`src/rtl/phase_sequencer_if.sv`:
```
// Phase strobes from the sequencer to the datapath blocks and the decode/status signals it reads back.
interface phase_sequencer_if #(
  parameter int WORD_SIZE = 16,
  parameter int NIB_SIZE  = 4
);
  logic                 run;
  logic [NIB_SIZE-1:0]  opcode;
  logic                 isaluop;
  logic                 br_taken;
  logic                 mem_ready;
  logic                 do_fetch;
  logic                 do_regload;
  logic                 do_aluop;
  logic                 do_memload;
  logic                 do_memstore;
  logic                 do_regstore;
  logic                 do_next;
  logic                 take_branch;
  logic                 busy;
  logic                 timeout_err;
  logic [WORD_SIZE-1:0] retired;

  modport master (
    input  run, opcode, isaluop, br_taken, mem_ready,
    output do_fetch, do_regload, do_aluop, do_memload, do_memstore,
           do_regstore, do_next, take_branch, busy, timeout_err, retired
  );

  modport slave (
    output run, opcode, isaluop, br_taken, mem_ready,
    input  do_fetch, do_regload, do_aluop, do_memload, do_memstore,
           do_regstore, do_next, take_branch, busy, timeout_err, retired
  );
endinterface

```
`src/rtl/phase_sequencer.sv`:
```
// Steps each instruction through fetch/regload/exec/[memwait]/[regstore]/next with one-cycle strobes.
// Latency 4-6 cycles plus port wait states; mem_ready stretches MEMWAIT, MEM_TIMEOUT cycles without it -> FAULT.
module phase_sequencer #(
  parameter int                  WORD_SIZE   = 16,
  parameter int                  NIB_SIZE    = 4,
  parameter int                  MEM_TIMEOUT = 15,
  parameter logic [NIB_SIZE-1:0] OP_LOADLO   = NIB_SIZE'(1),
  parameter logic [NIB_SIZE-1:0] OP_LOADHI   = NIB_SIZE'(2),
  parameter logic [NIB_SIZE-1:0] OP_IN       = NIB_SIZE'(3),
  parameter logic [NIB_SIZE-1:0] OP_OUT      = NIB_SIZE'(4),
  parameter logic [NIB_SIZE-1:0] OP_JMP      = NIB_SIZE'(5),
  parameter logic [NIB_SIZE-1:0] OP_BR       = NIB_SIZE'(6)
) (
  input  logic                 clk,
  input  logic                 do_reset,
  phase_sequencer_if.master    bus
);

  localparam int              CNT_W    = $clog2(MEM_TIMEOUT + 1);
  localparam logic [CNT_W-1:0] CNT_LAST = CNT_W'(MEM_TIMEOUT - 1);

  typedef enum logic [2:0] {
    S_IDLE, S_FETCH, S_REGLOAD, S_EXEC, S_MEMWAIT, S_REGSTORE, S_NEXT, S_FAULT
  } state_t;

  state_t               state;
  logic [CNT_W-1:0]     wait_cnt;
  logic [WORD_SIZE-1:0] retired_q;
  logic                 fetch_q, regload_q, aluop_q, memload_q, memstore_q;
  logic                 regstore_q, next_q, busy_q, timeout_q;

  logic op_in, op_out, op_jmp, op_br, writes_reg;

  assign op_in      = (bus.opcode == OP_IN);
  assign op_out     = (bus.opcode == OP_OUT);
  assign op_jmp     = (bus.opcode == OP_JMP);
  assign op_br      = (bus.opcode == OP_BR);
  assign writes_reg = bus.isaluop | (bus.opcode == OP_LOADLO) | (bus.opcode == OP_LOADHI) | op_in;

  // Strobes are registered together with the state they belong to, so each one
  // is set on the transition into its state and cleared by default otherwise.
  always_ff @(posedge clk) begin
    if (do_reset) begin
      state      <= S_IDLE;
      wait_cnt   <= '0;
      retired_q  <= '0;
      timeout_q  <= 1'b0;
      fetch_q    <= 1'b0;
      regload_q  <= 1'b0;
      aluop_q    <= 1'b0;
      memload_q  <= 1'b0;
      memstore_q <= 1'b0;
      regstore_q <= 1'b0;
      next_q     <= 1'b0;
      busy_q     <= 1'b0;
    end else begin
      fetch_q    <= 1'b0;
      regload_q  <= 1'b0;
      aluop_q    <= 1'b0;
      memload_q  <= 1'b0;
      memstore_q <= 1'b0;
      regstore_q <= 1'b0;
      next_q     <= 1'b0;
      busy_q     <= 1'b1;
      case (state)
        S_IDLE: begin
          if (bus.run) begin
            state   <= S_FETCH;
            fetch_q <= 1'b1;
          end else begin
            busy_q <= 1'b0;
          end
        end
        S_FETCH: begin
          state     <= S_REGLOAD;
          regload_q <= 1'b1;
        end
        S_REGLOAD: begin
          state   <= S_EXEC;
          aluop_q <= bus.isaluop;
        end
        S_EXEC: begin
          if (op_in || op_out) begin
            state      <= S_MEMWAIT;
            memload_q  <= op_in;
            memstore_q <= op_out;
            wait_cnt   <= '0;
          end else if (writes_reg) begin
            state      <= S_REGSTORE;
            regstore_q <= 1'b1;
          end else begin
            state  <= S_NEXT;
            next_q <= 1'b1;
          end
        end
        S_MEMWAIT: begin
          if (bus.mem_ready) begin
            wait_cnt <= '0;
            if (op_in) begin
              state      <= S_REGSTORE;
              regstore_q <= 1'b1;
            end else begin
              state  <= S_NEXT;
              next_q <= 1'b1;
            end
          end else if (wait_cnt == CNT_LAST) begin
            state     <= S_FAULT;
            wait_cnt  <= '0;
            timeout_q <= 1'b1;
            busy_q    <= 1'b0;
          end else begin
            wait_cnt   <= wait_cnt + 1'b1;
            memload_q  <= op_in;
            memstore_q <= op_out;
          end
        end
        S_REGSTORE: begin
          state  <= S_NEXT;
          next_q <= 1'b1;
        end
        S_NEXT: begin
          retired_q <= retired_q + 1'b1;
          if (bus.run) begin
            state   <= S_FETCH;
            fetch_q <= 1'b1;
          end else begin
            state  <= S_IDLE;
            busy_q <= 1'b0;
          end
        end
        S_FAULT: begin
          busy_q <= 1'b0;
        end
        default: begin
          state  <= S_IDLE;
          busy_q <= 1'b0;
        end
      endcase
    end
  end

  assign bus.do_fetch    = fetch_q;
  assign bus.do_regload  = regload_q;
  assign bus.do_aluop    = aluop_q;
  assign bus.do_memload  = memload_q;
  assign bus.do_memstore = memstore_q;
  assign bus.do_regstore = regstore_q;
  assign bus.do_next     = next_q;
  assign bus.busy        = busy_q;
  assign bus.timeout_err = timeout_q;
  assign bus.retired     = retired_q;
  // br_taken is only valid once the instruction reaches NEXT, so it is not registered.
  assign bus.take_branch = next_q & (op_jmp | (op_br & bus.br_taken));

endmodule
```
`src/flat_wrapper.sv`:
```
// flat-port wrapper written by rule: the top's interface ports become plain ports
module phase_sequencer_flat 
#(
  parameter int                  WORD_SIZE   = 16,
  parameter int                  NIB_SIZE    = 4,
  parameter int                  MEM_TIMEOUT = 15,
  parameter logic [NIB_SIZE-1:0] OP_LOADLO   = NIB_SIZE'(1),
  parameter logic [NIB_SIZE-1:0] OP_LOADHI   = NIB_SIZE'(2),
  parameter logic [NIB_SIZE-1:0] OP_IN       = NIB_SIZE'(3),
  parameter logic [NIB_SIZE-1:0] OP_OUT      = NIB_SIZE'(4),
  parameter logic [NIB_SIZE-1:0] OP_JMP      = NIB_SIZE'(5),
  parameter logic [NIB_SIZE-1:0] OP_BR       = NIB_SIZE'(6)
)
  (clk, do_reset, bus_run, bus_opcode, bus_isaluop, bus_br_taken, bus_mem_ready, bus_do_fetch, bus_do_regload, bus_do_aluop, bus_do_memload, bus_do_memstore, bus_do_regstore, bus_do_next, bus_take_branch, bus_busy, bus_timeout_err, bus_retired);
  phase_sequencer_if #(.WORD_SIZE(WORD_SIZE), .NIB_SIZE(NIB_SIZE)) bus_i ();
  input  logic clk;
  input  logic do_reset;
  input wire logic [$bits(bus_i.run)-1:0] bus_run;
  input wire logic [$bits(bus_i.opcode)-1:0] bus_opcode;
  input wire logic [$bits(bus_i.isaluop)-1:0] bus_isaluop;
  input wire logic [$bits(bus_i.br_taken)-1:0] bus_br_taken;
  input wire logic [$bits(bus_i.mem_ready)-1:0] bus_mem_ready;
  output wire logic [$bits(bus_i.do_fetch)-1:0] bus_do_fetch;
  output wire logic [$bits(bus_i.do_regload)-1:0] bus_do_regload;
  output wire logic [$bits(bus_i.do_aluop)-1:0] bus_do_aluop;
  output wire logic [$bits(bus_i.do_memload)-1:0] bus_do_memload;
  output wire logic [$bits(bus_i.do_memstore)-1:0] bus_do_memstore;
  output wire logic [$bits(bus_i.do_regstore)-1:0] bus_do_regstore;
  output wire logic [$bits(bus_i.do_next)-1:0] bus_do_next;
  output wire logic [$bits(bus_i.take_branch)-1:0] bus_take_branch;
  output wire logic [$bits(bus_i.busy)-1:0] bus_busy;
  output wire logic [$bits(bus_i.timeout_err)-1:0] bus_timeout_err;
  output wire logic [$bits(bus_i.retired)-1:0] bus_retired;
  assign bus_i.run = bus_run;
  assign bus_i.opcode = bus_opcode;
  assign bus_i.isaluop = bus_isaluop;
  assign bus_i.br_taken = bus_br_taken;
  assign bus_i.mem_ready = bus_mem_ready;
  assign bus_do_fetch = bus_i.do_fetch;
  assign bus_do_regload = bus_i.do_regload;
  assign bus_do_aluop = bus_i.do_aluop;
  assign bus_do_memload = bus_i.do_memload;
  assign bus_do_memstore = bus_i.do_memstore;
  assign bus_do_regstore = bus_i.do_regstore;
  assign bus_do_next = bus_i.do_next;
  assign bus_take_branch = bus_i.take_branch;
  assign bus_busy = bus_i.busy;
  assign bus_timeout_err = bus_i.timeout_err;
  assign bus_retired = bus_i.retired;
  phase_sequencer #(.WORD_SIZE(WORD_SIZE), .NIB_SIZE(NIB_SIZE), .MEM_TIMEOUT(MEM_TIMEOUT), .OP_LOADLO(OP_LOADLO), .OP_LOADHI(OP_LOADHI), .OP_IN(OP_IN), .OP_OUT(OP_OUT), .OP_JMP(OP_JMP), .OP_BR(OP_BR)) u_core (.clk(clk), .do_reset(do_reset), .bus(bus_i));
endmodule
```
`config.mk`:
```
export PLATFORM = sky130hd
export DESIGN_NAME = phase_sequencer_flat
export DESIGN_NICKNAME = d
export VERILOG_FILES = /design/src/rtl/phase_sequencer_if.sv /design/src/rtl/phase_sequencer.sv /design/src/flat_wrapper.sv
export SDC_FILE = /design/constraint.sdc
export NUM_CORES = 1
export LEC_CHECK = 0
export ABC_AREA = 1
export CELL_PAD_IN_SITES_DETAIL_PLACEMENT = 1
export CELL_PAD_IN_SITES_GLOBAL_PLACEMENT = 1
export CORE_MARGIN = 4
export CORE_UTILIZATION = 36
export CTS_BUF_LIST = sky130_fd_sc_hd__clkbuf_2
export DETAILED_ROUTE_END_ITERATION = 8
export PLACE_DENSITY_LB_ADDON = 0.1
export SETUP_SLACK_MARGIN = 0.2
export SLEW_MARGIN = 20
export SYNTH_ARGS = -nofsm -noshare
export SYNTH_HDL_FRONTEND = slang
export SYNTH_SLANG_ARGS = --single-unit
export TNS_END_PERCENT = 100
```
`constraint.sdc`:
```
create_clock -name clk -period 1.5 [get_ports clk]
set_input_delay 0.45 -clock clk [delete_from_list [all_inputs] [get_ports clk]]
set_output_delay 0.45 -clock clk [all_outputs]
set_load 0.01 [all_outputs]
```
==> results of run 1 <==
-- synth_stat cells --
| cell | count | area, um2 |
|---|---|---|
| a21oi_1 | 17 | 85.08 |
| nor2_2 | 1 | 6.260 |
| clkbuf_1 | 1 | 3.750 |
| nor3b_1 | 1 | 7.510 |
| o21ai_0 | 11 | 55.05 |
| nand3_2 | 2 | 20.02 |
| nand2_1 | 52 | 195.2 |
| clkbuf_8 | 1 | 13.76 |
| dfxtp_1 | 32 | 640.6 |
| xor2_1 | 3 | 26.28 |
| nor2_1 | 40 | 150.1 |
| nand3b_1 | 2 | 15.01 |
| a41oi_1 | 1 | 8.760 |
| nand3_4 | 1 | 17.52 |
| o21ai_1 | 2 | 10.01 |
| a31oi_1 | 2 | 12.51 |
| inv_2 | 2 | 7.510 |
| inv_1 | 33 | 123.9 |
| o21a_1 | 1 | 7.510 |
| nand4_1 | 3 | 18.77 |
| nor3_2 | 1 | 10.01 |
| nand2_2 | 2 | 12.51 |
| nand3_1 | 14 | 70.07 |
| nor3_1 | 7 | 35.03 |
| ha_1 | 3 | 37.54 |
| clkinv_1 | 1 | 3.750 |
| nor2_4 | 4 | 45.04 |
-- layout make-up --
| type | count | area, um2 |
|---|---|---|
| Fill cell | 496 | 1311 |
| Multi-Input combinational cell | 170 | 1160 |
| Timing Repair Buffer | 105 | 972.2 |
| Sequential cell | 32 | 689.4 |
| Inverter | 36 | 147.6 |
| Tap cell | 52 | 65.06 |
| Clock buffer | 7 | 35.03 |
| Clock inverter | 1 | 3.754 |
-- worst max-delay path: stages, from the launching register on --
cell	delay [ns]
dfxtp_4	0.48
nand2_4	0.09
nor2_4	0.18
nand3_4	0.11
buf_4	0.15
buf_4	0.13
o21ai_0	0.27
a21oi_1	0.10
-- state kept, by name (all words and copies together), names as in the netlist --
signal / count
u_core.bus.busy: 1
u_core.bus.do_regload: 1
u_core.bus.do_memload: 1
u_core.bus.timeout_err: 1
u_core.state: 3
u_core.wait_cnt: 4
u_core.bus.do_memstore: 1
u_core.bus.retired: 16
u_core.bus.do_next: 1
u_core.bus.do_fetch: 1
u_core.bus.do_regstore: 1
u_core.bus.do_aluop: 1
-- repair_timing --
action	in CTS	in global routing
cloned	0	0
setup endpoints to repair	46	50
buffers inserted	30	18
pin swaps	26	44
gates resized for setup	220	76
-- routing by layer --
layer	vias up	global-route usage [%]	share of wire, %
li1	984	-	-
met1	1101	26.27	38
met2	131	41.90	51
met3	44	4.617	6.6
met4	0	5.825	4.6
met5	-	0	0
-- report_power, final --
part / internal, mW / leakage [nW] / switching [mW]
Clock: 0.125 / 0.0306 / 0.323
Sequential: 0.989 / 0.275 / 0.191
Combinational: 0.658 / 1.08 / 0.862
Total: 1.77 / 1.38 / 1.38
-- logic make-up after synthesis --
family	share of synthesized area [%]
AO/OA/AOI/OAI	10.92
XOR/XNOR	1.603
adder cells (fa/ha/maj)	2.290
buffers and inverters	9.313
flip-flops	39.08
AND/OR/NAND/NOR	36.79
-- worst max-delay path by stage --
| stage | start | end | slack (ns) | depth (start not counted) |
|---|---|---|---|---|
| 2_1_floorplan | u_core.bus.retired[0] | u_core.bus.retired[12] | 0.19 | 8 |
| 3_3_place_gp | bus_opcode[2] | bus_take_branch | -0.76 | 6 |
| 3_5_place_dp | bus_opcode[2] | bus_take_branch | -0.81 | 6 |
| 4_1_cts | u_core.bus.do_next | bus_take_branch | -0.09 | 3 |
| 5_1_grt | u_core.bus.retired[4] | u_core.bus.retired[11] | -0.14 | 9 |
| 6_report | u_core.state[1] | u_core.bus.retired[5] | -0.11 | 7 |
==> impl.org, run 1 <==
** Run status
- The run finished, with violations left.
- The checks that failed: negative setup slack.

** Floorplanning
- Once the floorplan was initialized, standard cells occupied between 30% and 40% of the core.
- Overall die width :: 75.48 um
- The die is around 75 um tall.
- The floorplan has 24 rows.
- For this design the top-level I/O count stands at 36.
- In this run the standard cell core region covers between 4000 and 5000 um2.
- The floorplan step defined a die boundary enclosing 5696 um2.

** Route
- 1st-iter DRT viols :: approximately 180
- The detailed router placed between 2k and 2.5k vias in this run.
- For this run, the detailed router's first-pass iteration total came to 5.
- Wires add up to ~9500 um.
- After detailed routing, the number of remaining DRC violations is 0.
- Detail Route Antenna Nets :: 0
- Dividing the detail-routed wire length by the instance count gives 23.49 um.
- Average via count per standard cell :: between 5 and 6

** Timing
- Setup repair after global routing could not meet its margin everywhere.
- Slew at the pin with the worst max-slew slack :: 0.3976 ns
- Pins Over Slew Limit :: 0
- In this run the tightest slew margin relative to its limit is ~73%.
- Number of endpoints failing setup at the final stage :: 10
- Final period utilization :: 107.0%
- Setup tns final :: -0.4016 ns
- Period minus WS final :: about 1.6 ns
- Max Freq :: slightly above 600 MHz
- Across all hold checks on the routed design, the worst slack comes to just over 0.5 ns.
- Clk_skew :: around 0.014 ns
- Number of hold-slack violations in the final timing report :: 0
- Smallest setup slack after layout :: -0.1052 ns

** Yosys
- Synthesis inferred 32 register bits.
- Average cell area after synthesis :: approximately 6.8 um2
- Sequential-to-total area share from yosys stat :: roughly two fifths
- Yosys synthesis warning count :: 0
- Post-Syn Instances :: 240
- Post-synthesis cell type count :: 27
- Net count after synthesis :: roughly 250
- The cell area that synthesis handed to floorplanning was approximately 1600 um2.

** Critical path
- Measured in cells, the most critical reg-to-reg path has a length of 7.
- The worst setup path is of the flop to flop kind.
- The worst setup path is captured at a flop.
- In this run the worst path has a maximum fanout of 6.
- Register-to-register path setup slack :: -0.11 ns
- The worst setup path is launched from a flop.
- Critical path required time :: approximately 1.8 ns
- The worst register-to-register path ends at u_core.bus.retired[5].
- STA puts the critical path data arrival time at 1.88 ns.
- Worst flop-to-flop path startpoint :: u_core.state[1]

** Placement
- Timing analysis after detailed placement gives a worst setup slack of -0.8055 ns.
- Input and output buffers added on the ports amount to 35.
- Routability cong. :: 0.7937
- Detailed placer's ending HPWL :: around 3500 um
- Post-Place Cells :: around 350
- Post-place instance area :: ~2200 um2

** CTS
- Counting every sink on the clock net gives 32.
- TritonCTS built the clock tree.
- The cell sitting at the root of the clock tree is a clkbuf_2.
- Clock-pin slew was measured on the worst setup and hold paths at around 0.18 ns.
- Source-to-sink clock delay at the later pin of the worst-skew pair :: about 0.39 ns
- CTS Hold Buffers Added :: 0
- The H-tree was split into 2 levels.
- Number of buffers created by CTS :: 5
- Clock buffer depth :: 2

** Min path
- For hold timing, the worst endpoint is u_core.bus.do_memstore.
- Origin of the worst min-delay path :: bus_opcode[3]
- The min-delay analysis places its worst path in the category primary input to flop.
- Number of instances on the worst hold path :: 5

** Job
- The tool flagged a number of max-cap violations equal to 0.

** Layout
- Leaving out fill and tap cells, the most frequent cells in the layout are 47 x buf_6, 46 x buf_4, 32 x nand2_1, 29 x nor2_1, 24 x dfxtp_2.
- Final design instance area without fill :: 3073 um2
- Layout net count :: around 360
- The repair_antennas step left the layout with diodes totalling 0.
- Leaving out fill and tap cells, the most frequent cell in the layout is buf_6.
- Ratio of cells with drive above 1 in the final layout :: approximately 62%
- Relative to the synthesized area, the layout overhead comes to 87.48%.
- Measured on the finished design, the core utilization comes to about 70%.
- Number of cells in the finished layout apart from fillers :: about 400

** GRT
- Entering global routing, the biggest net connects 15 pins.
- Antenna violations before repair :: 0
- The number of global-route vias before repair came to slightly above 2k.
- Aggregate global-route resource usage :: 22.59%
- The first global-routing pass estimated approximately 9700 um of wire.
- Total congestion overflow after global routing :: 0

** Pwr
- Total power draw :: between 3 and 4 mW
- Across the VDD grid, the largest voltage drop is between 1000 and 1500 uV.
- Leak pwr :: ~1.4 nW
- In this run the power density over the cells is approximately 1000 nW/um2.
(Power assumes the default switching activity.)
==> inputs of run 2 (changes only) <==
--- a/config.mk
+++ b/config.mk
@@ -6,6 +6,7 @@
 export NUM_CORES = 1
 export LEC_CHECK = 0
 export ABC_AREA = 1
+export CAP_MARGIN = 30
 export CELL_PAD_IN_SITES_DETAIL_PLACEMENT = 1
 export CELL_PAD_IN_SITES_GLOBAL_PLACEMENT = 1
 export CORE_MARGIN = 4
==> results of run 2 <==
Final layout, timing and power as in run 1 (identical DEF).
==> inputs of run 3 (changes only) <==
--- a/config.mk
+++ b/config.mk
@@ -6,7 +6,7 @@
 export NUM_CORES = 1
 export LEC_CHECK = 0
 export ABC_AREA = 1
-export CAP_MARGIN = 30
+export CAP_MARGIN = 40
 export CELL_PAD_IN_SITES_DETAIL_PLACEMENT = 1
 export CELL_PAD_IN_SITES_GLOBAL_PLACEMENT = 1
 export CORE_MARGIN = 4
@@ -14,7 +14,6 @@
 export CTS_BUF_LIST = sky130_fd_sc_hd__clkbuf_2
 export DETAILED_ROUTE_END_ITERATION = 8
 export PLACE_DENSITY_LB_ADDON = 0.1
-export SETUP_SLACK_MARGIN = 0.2
 export SLEW_MARGIN = 20
 export SYNTH_ARGS = -nofsm -noshare
 export SYNTH_HDL_FRONTEND = slang
==> impl.org, run 3 (synthesis gave the netlist of run 1 again) <==
** Pwr
- The share of power burned in the clock network came to 23.2% (was 14.2%).
- The fraction of power consumed by sequential logic came to 43.8% (was 37.5%).
- Combinational share of power :: 32.9% (was 48.3%)
- Internal Dissipation :: 1.571 mW (was 1.772 mW)
- The power density over the cells was 997.6 nW/um2 (was 1024 nW/um2).
- Total power draw :: 2.453 mW (was 3.148 mW)
- The maximum VDD drop is 689.1 uV (was 1010 uV).
- Switching part of the total :: 35.94% (was 43.71%)
- The leakage power came to 1.110 nW (was 1.381 nW).
- The switching power of the nets is 0.8815 mW (was 1.376 mW).

** Route
- Detail Route Antenna Nets :: 0 (unchanged)
- Total vias in the final route :: 1,791 (was 2,260)
- The number of iterations in the first detailed-routing pass is 4 (was 5).
- The final wirelength is 4840 um (was 9465 um).
- The post-detailed-route via-to-cell ratio was 4.815 (was 5.608).
- 1st-iter DRT viols :: 47 (was 177)
- The mean routed wirelength per cell came to 13.01 um (was 23.49 um).
- The number of remaining DRC errors came to 0 (unchanged).

** Timing
- The clock skew came to 0.01125 ns (was 0.01407 ns).
- Setup tns final :: 0 ns (was -0.4016 ns)
- Period minus WS final :: 1.496 ns (was 1.605 ns)
- The relative slew slack is 82.17% (was 73.29%).
- The upper clock frequency limit is 668.3 MHz (was 623.0 MHz).
- WHS :: 0.4802 ns (was 0.5092 ns)
- The number of failing hold endpoints at the final stage is 0 (unchanged).
- Final period utilization :: 99.76% (was 107.0%)
- The number of setup violations in the final report is 0 (was 10).
- Unrepaired setup endpoints after global routing: yes (unchanged).
- The final number of max-transition violations was 0 (unchanged).
- Slew at the pin with the worst max-slew slack :: 0.2654 ns (was 0.3976 ns)

** Floorplanning
- The floorplan row count is 24 (unchanged).
- Placeable core area :: 4384 um2 (unchanged)
- Effective utilization at floorplan :: 37.39% (unchanged)
- Die Height :: 75.48 um (unchanged)
- The width of the die came to 75.48 um (unchanged).
- Die area :: 5696 um2 (unchanged)
- IO Count :: 36 (unchanged)

** CTS
- The clock-pin slew on the worst setup and hold paths is 0.16 ns (was 0.18 ns).
- The root cell of the clock tree was clkbuf_2 (unchanged).
- CTS Hold Buffers Added :: 0 (unchanged)
- Source-to-sink clock delay at the later pin of the worst-skew pair :: 0.37 ns (was 0.39 ns)
- Number of buffers created by CTS :: 5 (unchanged)
- The buffer levels on the longest clock path came to 2 (unchanged).
- The TritonCTS clock tree is yes (unchanged).
- Clk sinks :: 32 (unchanged)
- # H-tree levels :: 2 (unchanged)

** GRT
- The met2 usage in global routing is 28.86% (was 41.90%).
- Total congestion overflow after global routing :: 0 (unchanged)
- The first-pass GRT wire length is 7376 um (was 9666 um).
- The pin count of the biggest net entering global routing is 15 (unchanged).
- Vias in the first global route :: 1,715 (was 2,027)
- Antenna violations before repair :: 0 (unchanged)
- The busiest layer in global routing is met2 (unchanged).
- The global-route met3 utilization was 4.749% (was 4.617%).
- The total track usage was 16.97% (was 22.59%).
- The global-route met1 utilization was 21.03% (was 26.27%).

** Critical path
- Critical Path Start Type :: flop (unchanged)
- Highest net fanout along the worst path :: 2 (was 6)
- CP Class :: flop to primary output (was flop to flop)
- The kind of end point of the critical path is a primary output (was flop).
- The data arrival time of the critical path was 1.05 ns (was 1.88 ns).
- Critical path required time :: 1.05 ns (was 1.78 ns)

** Layout
- Most frequent cells in the layout :: 48 x nand2_1, 37 x nor2_1, 37 x buf_4, 31 x inv_1 (was 47 x buf_6, 46 x buf_4, 32 x nand2_1, 29 x nor2_1, 24 x dfxtp_2)
- Max reg flops :: 16 (unchanged)
- Fill cell instance count of the final layout :: 586 (was 496)
- The antenna cell count is 0 (unchanged).
- The share of the core filled with cells in the final layout was 56.08% (was 70.09%).
- Layout net count :: 332 (was 363)
- The most common cell after layout, fill and taps aside was nand2_1 (was buf_6).
- Combined area of the multi-input logic cells :: 918.4 um2 (was 1160 um2)
- Ratio of cells with drive above 1 in the final layout :: 31.56% (was 62.11%)
- The area growth from synthesis to layout came to 50.00% (was 87.48%).
- Sequential cell area :: 669.4 um2 (was 689.4 um2)

** Placement
- Routability cong. :: 0.8143 (was 0.7937)
- Count of buffers from port buffering :: 35 (unchanged)
- Detailed placer's ending HPWL :: 3561 um (was 3476 um)

** Min path
- Class of the worst hold path :: flop to flop (was primary input to flop)

** Run status
- Run status :: completed (was complete, but fails checks)

** Job
- The max-cap check violation count is 0 (unchanged).
-- run 3: final cells by class --
type	instances	area share, %
Tap cell	52	2.646
Multi-Input combinational cell	170	37.35
Clock inverter	3	1.527
Sequential cell	32	27.23
Inverter	36	5.598
Timing Repair Buffer	74	24.63
Clock buffer	5	1.018
-- run 3: repair_timing --
item,4_1_cts,5_1_grt
gates resized for setup,59,49
pin swaps,4,9
setup buffers,8,7
endpoints found under the setup margin,33,33
-- run 3: per-stage QoR --
step / area [um2] / setup WS [ns] / std cells
6_report: 2459 / 0.003623 / 372
2_1_floorplan: 1639 / 0.07897 / 240
5_1_grt: 2459 / -0.09624 / 372
3_3_place_gp: 2217 / -0.8127 / 349
4_1_cts: 2332 / -0.08576 / 365
3_5_place_dp: 2217 / -0.9049 / 349
-- run 3: final timing paths --
| kind | from | end | slack [ns] | cells past startpoint |
|---|---|---|---|---|
| worst max-delay path | u_core.bus.do_next | bus_take_branch | 0.004 | 3 |
| worst max register to register | u_core.bus.retired[0] | u_core.bus.retired[12] | 0.10 | 9 |
| worst min register to register | u_core.bus.timeout_err | u_core.bus.timeout_err | 0.48 | 2 |
| worst min-delay path | u_core.bus.timeout_err | u_core.bus.timeout_err | 0.48 | 2 |
-- run 3: routing by layer --
metal  vias to the layer above  part of all wire, %  wire (um)
met1                       831                   46       2228
met4                         0                  1.1         54
li1                        924                    -          -
met5                         -                    0          0
met3                         7                  4.3        207
met2                        29                   49       2349
-- run 3: power by group through the flow --
stage          registers (mW)  logic (mW)  clock network, mW
4_1_cts                  1.05       0.742              0.592
3_3_place_gp             1.07       0.737                  0
2_1_floorplan            1.08       0.446                  0
3_5_place_dp             1.07       0.754                  0
6_report                 1.08       0.808              0.569
5_1_grt                  1.09       0.917              0.626
-- run 3: worst max-delay path, stage by stage (launching register included) --
cell     delay, ns
dfxtp_2       0.36
nand2_2       0.05
nor3_2        0.13
buf_2         0.14
